==> src/rtl/lfsr_pkg.sv <==
// Shared constants and helpers for the lfsr block: default seed, the
// default 8-bit tap mask and a table of maximal-length tap masks.
// Optional build macro LFSR_ZERO_STATE_EN (de Bruijn extension) is
// handled in lfsr_next; nothing here depends on it.
package lfsr_pkg;

    localparam int          LFSR_MIN_WIDTH    = 2;
    localparam int          LFSR_MAX_WIDTH    = 64;
    localparam logic [63:0] LFSR_DEFAULT_SEED = 64'h1;
    localparam logic [7:0]  LFSR_TAPS_8       = 8'hB8;

    // Single tap, numbered from 1 as in the usual polynomial tables.
    function automatic logic [63:0] tap(input int n);
        return 64'd1 << (n - 1);
    endfunction

    // Maximal-length tap mask for a given width (bit i set = state bit i
    // feeds the XOR). Returns zero for unsupported widths.
    function automatic logic [63:0] max_taps(input int width);
        case (width)
            2:  return tap(2)  | tap(1);
            3:  return tap(3)  | tap(2);
            4:  return tap(4)  | tap(3);
            5:  return tap(5)  | tap(3);
            6:  return tap(6)  | tap(5);
            7:  return tap(7)  | tap(6);
            8:  return 64'(LFSR_TAPS_8);
            9:  return tap(9)  | tap(5);
            10: return tap(10) | tap(7);
            11: return tap(11) | tap(9);
            12: return tap(12) | tap(6)  | tap(4)  | tap(1);
            13: return tap(13) | tap(4)  | tap(3)  | tap(1);
            14: return tap(14) | tap(5)  | tap(3)  | tap(1);
            15: return tap(15) | tap(14);
            16: return tap(16) | tap(15) | tap(13) | tap(4);
            17: return tap(17) | tap(14);
            18: return tap(18) | tap(11);
            19: return tap(19) | tap(6)  | tap(2)  | tap(1);
            20: return tap(20) | tap(17);
            21: return tap(21) | tap(19);
            22: return tap(22) | tap(21);
            23: return tap(23) | tap(18);
            24: return tap(24) | tap(23) | tap(22) | tap(17);
            25: return tap(25) | tap(22);
            26: return tap(26) | tap(6)  | tap(2)  | tap(1);
            27: return tap(27) | tap(5)  | tap(2)  | tap(1);
            28: return tap(28) | tap(25);
            29: return tap(29) | tap(27);
            30: return tap(30) | tap(6)  | tap(4)  | tap(1);
            31: return tap(31) | tap(28);
            32: return tap(32) | tap(22) | tap(2)  | tap(1);
            33: return tap(33) | tap(20);
            34: return tap(34) | tap(27) | tap(2)  | tap(1);
            35: return tap(35) | tap(33);
            36: return tap(36) | tap(25);
            37: return tap(37) | tap(5)  | tap(4)  | tap(3) | tap(2) | tap(1);
            38: return tap(38) | tap(6)  | tap(5)  | tap(1);
            39: return tap(39) | tap(35);
            40: return tap(40) | tap(38) | tap(21) | tap(19);
            41: return tap(41) | tap(38);
            42: return tap(42) | tap(41) | tap(20) | tap(19);
            43: return tap(43) | tap(42) | tap(38) | tap(37);
            44: return tap(44) | tap(43) | tap(18) | tap(17);
            45: return tap(45) | tap(44) | tap(42) | tap(41);
            46: return tap(46) | tap(45) | tap(26) | tap(25);
            47: return tap(47) | tap(42);
            48: return tap(48) | tap(47) | tap(21) | tap(20);
            49: return tap(49) | tap(40);
            50: return tap(50) | tap(49) | tap(24) | tap(23);
            51: return tap(51) | tap(50) | tap(36) | tap(35);
            52: return tap(52) | tap(49);
            53: return tap(53) | tap(52) | tap(38) | tap(37);
            54: return tap(54) | tap(53) | tap(18) | tap(17);
            55: return tap(55) | tap(31);
            56: return tap(56) | tap(55) | tap(35) | tap(34);
            57: return tap(57) | tap(50);
            58: return tap(58) | tap(39);
            59: return tap(59) | tap(58) | tap(38) | tap(37);
            60: return tap(60) | tap(59);
            61: return tap(61) | tap(60) | tap(46) | tap(45);
            62: return tap(62) | tap(61) | tap(6)  | tap(5);
            63: return tap(63) | tap(62);
            64: return tap(64) | tap(63) | tap(61) | tap(60);
            default: return 64'd0;
        endcase
    endfunction

endpackage

==> src/rtl/lfsr_next.sv <==
// Next-state function of the Fibonacci LFSR: shift left, feedback into
// bit 0. With LFSR_ZERO_STATE_EN defined, the feedback also inverts when
// all bits below the MSB are zero, splicing the all-zero state in between
// 100..0 and 00..1 (de Bruijn sequence, period 2^WIDTH).
module lfsr_next
    import lfsr_pkg::*;
#(
    parameter int                WIDTH = 8,
    parameter logic [WIDTH-1:0]  TAPS  = WIDTH'(max_taps(WIDTH))
) (
    input  logic [WIDTH-1:0] state,
    output logic [WIDTH-1:0] next_state
);

    logic fb;

    // Feedback XOR over the tapped bits, then shift it in at the bottom.
    always_comb begin
        fb = ^(state & TAPS);
`ifdef LFSR_ZERO_STATE_EN
        fb = fb ^ (state[WIDTH-2:0] == '0);
`endif
        next_state = {state[WIDTH-2:0], fb};
    end

endmodule

==> src/rtl/lfsr.sv <==
// Free-running Fibonacci LFSR: holds the state register, async reset to
// SEED and the step enable; the feedback lives in lfsr_next.
// Optional build macro LFSR_ZERO_STATE_EN: de Bruijn extension that makes
// the all-zero state part of the sequence and allows SEED == 0.
module lfsr
    import lfsr_pkg::*;
#(
    parameter int                WIDTH = 8,
    parameter logic [WIDTH-1:0]  TAPS  = WIDTH'(max_taps(WIDTH)),
    parameter logic [WIDTH-1:0]  SEED  = WIDTH'(LFSR_DEFAULT_SEED)
) (
    input  logic             clk,
    input  logic             reset,
    input  logic             enable,
    output logic [WIDTH-1:0] value
);

    if (WIDTH < LFSR_MIN_WIDTH || WIDTH > LFSR_MAX_WIDTH) begin : g_bad_width
        $fatal(1, "lfsr: WIDTH must be in 2..64");
    end

    if (!TAPS[WIDTH-1]) begin : g_bad_taps
        $fatal(1, "lfsr: TAPS must include the MSB");
    end

`ifndef LFSR_ZERO_STATE_EN
    // Zero is a lock-up state without the de Bruijn term.
    if (SEED == '0) begin : g_bad_seed
        $fatal(1, "lfsr: SEED must be non-zero");
    end
`endif

    logic [WIDTH-1:0] state;
    logic [WIDTH-1:0] next_state;

    lfsr_next #(
        .WIDTH (WIDTH),
        .TAPS  (TAPS)
    ) u_next (
        .state      (state),
        .next_state (next_state)
    );

    // Async load of SEED on reset; otherwise advance on enabled clock edges.
    always_ff @(posedge clk or negedge reset) begin
        if (!reset) begin
            state <= SEED;
        end else if (enable) begin
            state <= next_state;
        end
    end

    assign value = state;

endmodule

==> config.mk <==
export PLATFORM = sky130hd
export DESIGN_NAME = lfsr
export DESIGN_NICKNAME = d
export VERILOG_FILES = /design/src/rtl/lfsr_pkg.sv /design/src/rtl/lfsr_next.sv /design/src/rtl/lfsr.sv
export SDC_FILE = /design/constraint.sdc
export NUM_CORES = 1
export LEC_CHECK = 0
export CAP_MARGIN = 40
export CORE_AREA = 4 4 41 43
export CTS_CLUSTER_SIZE = 30
export DETAILED_ROUTE_END_ITERATION = 12
export DIE_AREA = 0 0 45 47
export GPL_TIMING_DRIVEN = 0
export PLACE_DENSITY = 0.54
export SYNTH_ARGS = -nofsm -noshare
export SYNTH_HDL_FRONTEND = slang
export SYNTH_SLANG_ARGS = --single-unit
export TNS_END_PERCENT = 50
==> constraint.sdc <==
create_clock -name clk -period 1.16 [get_ports clk]
set_clock_uncertainty 0.2 [all_clocks]
set_input_delay 0.232 -clock clk [delete_from_list [all_inputs] [get_ports clk]]
set_output_delay 0.232 -clock clk [all_outputs]
set_load 0.05 [all_outputs]
==> flow_metrics.tcl, run 1 <==
set metrics [dict create \
    antenna_found_initial 0 \
    ys_async_sr_fraction_pct 100 \
    clkSinkCount 8 \
    wirelength_um 715 \
    synthSimpleGateAreaFrac_pct 1.17 \
    finalHoldViolations 0 \
    critical_path.cell_chain "buf_8" \
    clk_pin_slew_ns 0.06 \
    ios 11 \
    syn-num-nets 24 \
    relSlewSlack_pct 75.5 \
    first_global_vias 258 \
    firstDrtPassIters 1 \
    cap_violations 0 \
    drv_slew 0 \
    hold_path.class "input pin to asynchronous set/reset pin" \
    ys_seq_area_share_pct 62.9 \
    vias_per_cell 4.31 \
    synth_top_area_share_pct 54.7 \
    cts_buffer_depth 2 \
    place_area_um2 444 \
    crit_path_max_fanout 2 \
    startpoint_type "flop" \
    post-route-util_pct 42.7 \
    chipHeight_um 47 \
    synth_common_cells "7 x dfrtp_1, 7 x mux2_2, 3 x xnor2_1" \
    setup-violations-final 11 \
    synthAdderAreaFrac_pct 0 \
    cts_buffers 3 \
    cts_htree_levels 1 \
    num_antenna_cells 0 \
    netlist_area_um2 320 \
    seq_area_um2 209 \
    synth_cell_types 7 \
    ctsHoldBuffers 0 \
    largest_reg_flops 8 \
    final_cell_area_um2 556 \
    yosysTopAreaCell "dfrtp_1" \
    cp_data_required_time_ns 0.73 \
    fillers 140 \
    initial_core_util_pct 24.6 \
    synth_compound_area_share_pct 1.56 \
    cp-end-kind "primary output" \
    core_area_um2 1300 \
    yosysWarnings 0 \
    grt_first_pass_wirelength_um 1160 \
    avgSynthCellArea_um2 15.3 \
    drc 0 \
    fin_crit_ns 1.36 \
    rsz0062_at_grt "true" \
    multi_input_area_um2 133 \
    path_delay_family "flip-flops" \
    nNetsFinal 44 \
    overflow 0 \
    area_growth_pct 73.4 \
    cts_root_buf "clkbuf_4" \
    die-area_um2 2120 \
    clock_latency_ns 0.26 \
    routabilityCongestion 0.675 \
    ant_nets 0 \
    tightest_slew_ns 0.366 \
    status "finished, violations left" \
    fmaxAchievable_mhz 733 \
    path_buf_inv 1 \
    place_hpwl_um 474 \
    rows 13 \
    port_buffers 9 \
    cp_slowest_cell "dfstp_2" \
    critPathMaxStageDelay_ns 0.54 \
    drive_gt1_share_pct 85.0 \
    synth_top_family_by_area "multiplexers" \
    synthCells 21 \
    arrival_ns 0.93 \
    initialDrtViolationCount 0 \
    worstSetupPathType "flop to primary output" \
    finalSetupTns_ns -1.04 \
    violations "negative setup slack" \
    die_w_um 45 \
    cts_tree "yes" \
    vias 237 \
    fin_crit_sh_pct 118 \
    grtUsageTotal_pct 8.31 \
    synth-edff-count 0 \
    synthFlopType "dfrtp_1" \
    synth.area.mux_share_pct 24.6 \
    synth_seq_cells 8 \
    grt_max_degree 10 \
    synthTopCellsByArea "dfrtp_1 55%, mux2_2 25%, dfstp_2 8.2%, xnor2_1 8.2%, a21oi_1 1.6%" \
    fin_ws_ns -0.205 \
    synth_xor_xnor_area_share_pct 8.20 \
    wl_per_cell_um 13.0 \
]
-- final cells by class --
| type | count | area share, % |
|---|---|---|
| repair buffers | 15 | 29.5 |
| multi-input cells | 12 | 23.9 |
| clock buffers | 4 | 4.73 |
| flip-flops and latches | 8 | 37.6 |
| plain buffers | 1 | 0.901 |
| well taps | 15 | 3.38 |
-- layer usage --
layer,routed length [um],up-vias,global-route usage [%]
li1,-,110,-
met1,282,116,7.04
met2,366,9,14.4
met3,53,2,4.21
met4,13,0,7.02
met5,0,-,0
-- worst paths after layout --
kind / startpoint / to / slack, ns / depth (start not counted)
max in group asynchronous: reset / value[0]$_DFFE_PN1P_ / 0.40 / 1
worst max register to register: value[4]$_DFFE_PN0P_ / value[5]$_DFFE_PN0P_ / -0.06 / 3
worst min register to register: value[2]$_DFFE_PN0P_ / value[3]$_DFFE_PN0P_ / 0.34 / 1
worst max-delay path: value[0]$_DFFE_PN1P_ / value[0] / -0.20 / 1
worst min-delay path: reset / value[4]$_DFFE_PN0P_ / 0.05 / 1
min in group clk: enable / value[0]$_DFFE_PN1P_ / 0.08 / 2
-- metrics by stage --
| step | cells | setup WS, ns | hold slack [ns] |
|---|---|---|---|
| CTS | 53 | -0.214 | 0.0563 |
| detailed placement | 45 | -0.592 | 0.290 |
| floorplan | 21 | -0.0414 | -0.264 |
| global placement | 45 | -0.584 | 0.287 |
| global route | 55 | -0.234 | 0.0763 |
| finish | 55 | -0.205 | 0.0500 |
-- cell usage in the layout (no fill, tap or decap), drive strengths merged --
| cell | synthesis | final |
|---|---|---|
| a21oi | 1 | 1 |
| buf | 1 | 15 |
| mux2 | 7 | 7 |
| clkdlybuf4s50 | 0 | 1 |
| dfstp | 1 | 1 |
| nor2 | 1 | 1 |
| dfrtp | 7 | 7 |
| clkbuf | 0 | 4 |
| xnor2 | 3 | 3 |
-- kinds of logic after synthesis --
logic type | after synthesis
xor+xnor | 3
mux | 7
buf+inv | 1
simple gates | 1
compound gates | 1
flops | 8
-- timing repair --
item,4_1_cts,5_1_grt
hold endpoints to repair,0,0
pin swaps,0,3
endpoints found under the setup margin,8,11
setup buffers,4,2
resized for setup,58,5
Power of run 1 is not shown: default switching activity piles up to over one toggle a cycle in this logic, so the estimate is an artifact.
==> run 2: changes to the inputs <==
--- a/config.mk
+++ b/config.mk
@@ -12,6 +12,7 @@
 export DIE_AREA = 0 0 45 47
 export GPL_TIMING_DRIVEN = 0
 export PLACE_DENSITY = 0.54
+export RECOVER_POWER = 50
 export SYNTH_ARGS = -nofsm -noshare
 export SYNTH_HDL_FRONTEND = slang
 export SYNTH_SLANG_ARGS = --single-unit
==> flow_metrics.tcl, run 2 (same netlist as run 1, synthesis figures left out) <==
set metrics [dict create \
    status "finished, violations left" \
    violations "negative setup slack" \
    tightest_slew_ns 0.370 \
    cts_htree_levels 1 \
    r2r-start "value[4]$_DFFE_PN0P_" \
    ios 11 \
    cap_violations 0 \
    first_global_vias 258 \
    path_buf_inv 1 \
    finalSetupTns_ns -1.04 \
    setup.worst_path.end "value[0]" \
    r2r_cells 3 \
    mostFrequentLayoutCell "buf_6" \
    drv_slew 0 \
    seq_area_um2 209 \
    finalHoldViolations 0 \
    startpoint_type "flop" \
    fmaxAchievable_mhz 733 \
    cts_tree "yes" \
    ant_nets 0 \
    routabilityCongestion 0.675 \
    overflow 0 \
    multi_input_area_um2 133 \
    antenna_found_initial 0 \
    core_area_um2 1300 \
    largest_reg_flops 8 \
    cp_slowest_cell "dfstp_2" \
    critical_path.cell_chain "buf_8" \
    path_delay_family "flip-flops" \
    initialDrtViolationCount 0 \
    crit_path_start "value[0]$_DFFE_PN1P_" \
    vias_per_cell 4.31 \
    vias 237 \
    worstSetupPathType "flop to primary output" \
    die_w_um 45 \
    drive_gt1_share_pct 85.0 \
    mostFrequentLayoutCells "11 x buf_6, 6 x mux2_2, 6 x dfrtp_2" \
    wirelength_um 715 \
    grtUsageTotal_pct 8.31 \
    arrival_ns 0.93 \
    area_growth_pct 73.4 \
    fillers 140 \
    crit_path_max_fanout 2 \
    clkSinkCount 8 \
    hold_path.class "input pin to flop" \
    rsz0062_at_grt "true" \
    fin_crit_ns 1.36 \
    cp_data_required_time_ns 0.73 \
    cts_root_buf "clkbuf_4" \
    clock_latency_ns 0.26 \
    firstDrtPassIters 1 \
    nNetsFinal 44 \
    chipHeight_um 47 \
    place_hpwl_um 474 \
    port_buffers 9 \
    num_antenna_cells 0 \
    timing.rr.end "value[5]$_DFFE_PN0P_" \
    crit_cells 1 \
    cts_buffers 3 \
    initial_core_util_pct 24.6 \
    cp-end-kind "primary output" \
    die-area_um2 2120 \
    relSlewSlack_pct 75.2 \
    setup-violations-final 11 \
    cts_buffer_depth 2 \
    wl_per_cell_um 13.0 \
    ctsHoldBuffers 0 \
    clk_pin_slew_ns 0.05 \
    fin_crit_sh_pct 118 \
    critPathMaxStageDelay_ns 0.54 \
    drc 0 \
    rows 13 \
    rrSetupSlack_ns -0.06 \
    fin_ws_ns -0.205 \
    grt_max_degree 10 \
    grt_first_pass_wirelength_um 1160 \
]
==> run 2: cell type report <==
cell class / instances / area share [%]
repair buffers: 15 / 29.5
well taps: 15 / 3.38
clock buffers: 4 / 4.73
multi-input cells: 12 / 23.9
flip-flops and latches: 8 / 37.6
plain buffers: 1 / 0.901
==> run 2: repair_timing <==
item                                    4_1_cts  5_1_grt
resized for setup                            58        5
pin swaps                                     0        3
endpoints found under the setup margin        8       11
setup buffers                                 4        2
==> run 2: routing by layer <==
layer | part of all wire (%) | wire [um] | global-route usage [%]
met1 | 39 | 282 | 7.04
met2 | 51 | 365 | 14.4
met3 | 7.4 | 53 | 4.21
met4 | 1.8 | 13 | 7.02
met5 | 0 | 0 | 0
==> run 2: worst min-delay path by stage <==
| stage | from | end | slack, ns | cells past startpoint |
|---|---|---|---|---|
| 5_1_grt | enable | value[0]$_DFFE_PN1P_ | 0.11 | 2 |
| 2_1_floorplan | reset | value[1]$_DFFE_PN0P_ | -0.26 | 0 |
| 3_3_place_gp | value[0]$_DFFE_PN1P_ | value[0]$_DFFE_PN1P_ | 0.29 | 2 |
| 6_report | enable | value[0]$_DFFE_PN1P_ | 0.08 | 2 |
| 4_1_cts | reset | value[7]$_DFFE_PN0P_ | 0.06 | 1 |
| 3_5_place_dp | value[0]$_DFFE_PN1P_ | value[0]$_DFFE_PN1P_ | 0.29 | 2 |
==> run 2: stage by stage <==
| step | util, % | setup slack, ns | hold WS (ns) | std cells | cell area, um^2 |
|---|---|---|---|---|---|
| 2_1_floorplan | - | -0.0414 | -0.264 | 21 | 335 |
| 3_3_place_gp | 34.1 | -0.584 | 0.287 | 45 | 444 |
| 3_5_place_dp | 34.1 | -0.592 | 0.290 | 45 | 444 |
| 4_1_cts | 40.1 | -0.214 | 0.0563 | 53 | 522 |
| 5_1_grt | 42.7 | -0.234 | 0.115 | 55 | 556 |
| 6_report | 42.7 | -0.205 | 0.0774 | 55 | 556 |
==> run 2: worst reg2reg max path, stage by stage (launching register included) <==
cell	delay, ns
dfrtp_2	0.42
buf_6	0.13
buf_6	0.10
mux2_4	0.25
Power of run 2 is left out for the same reason.
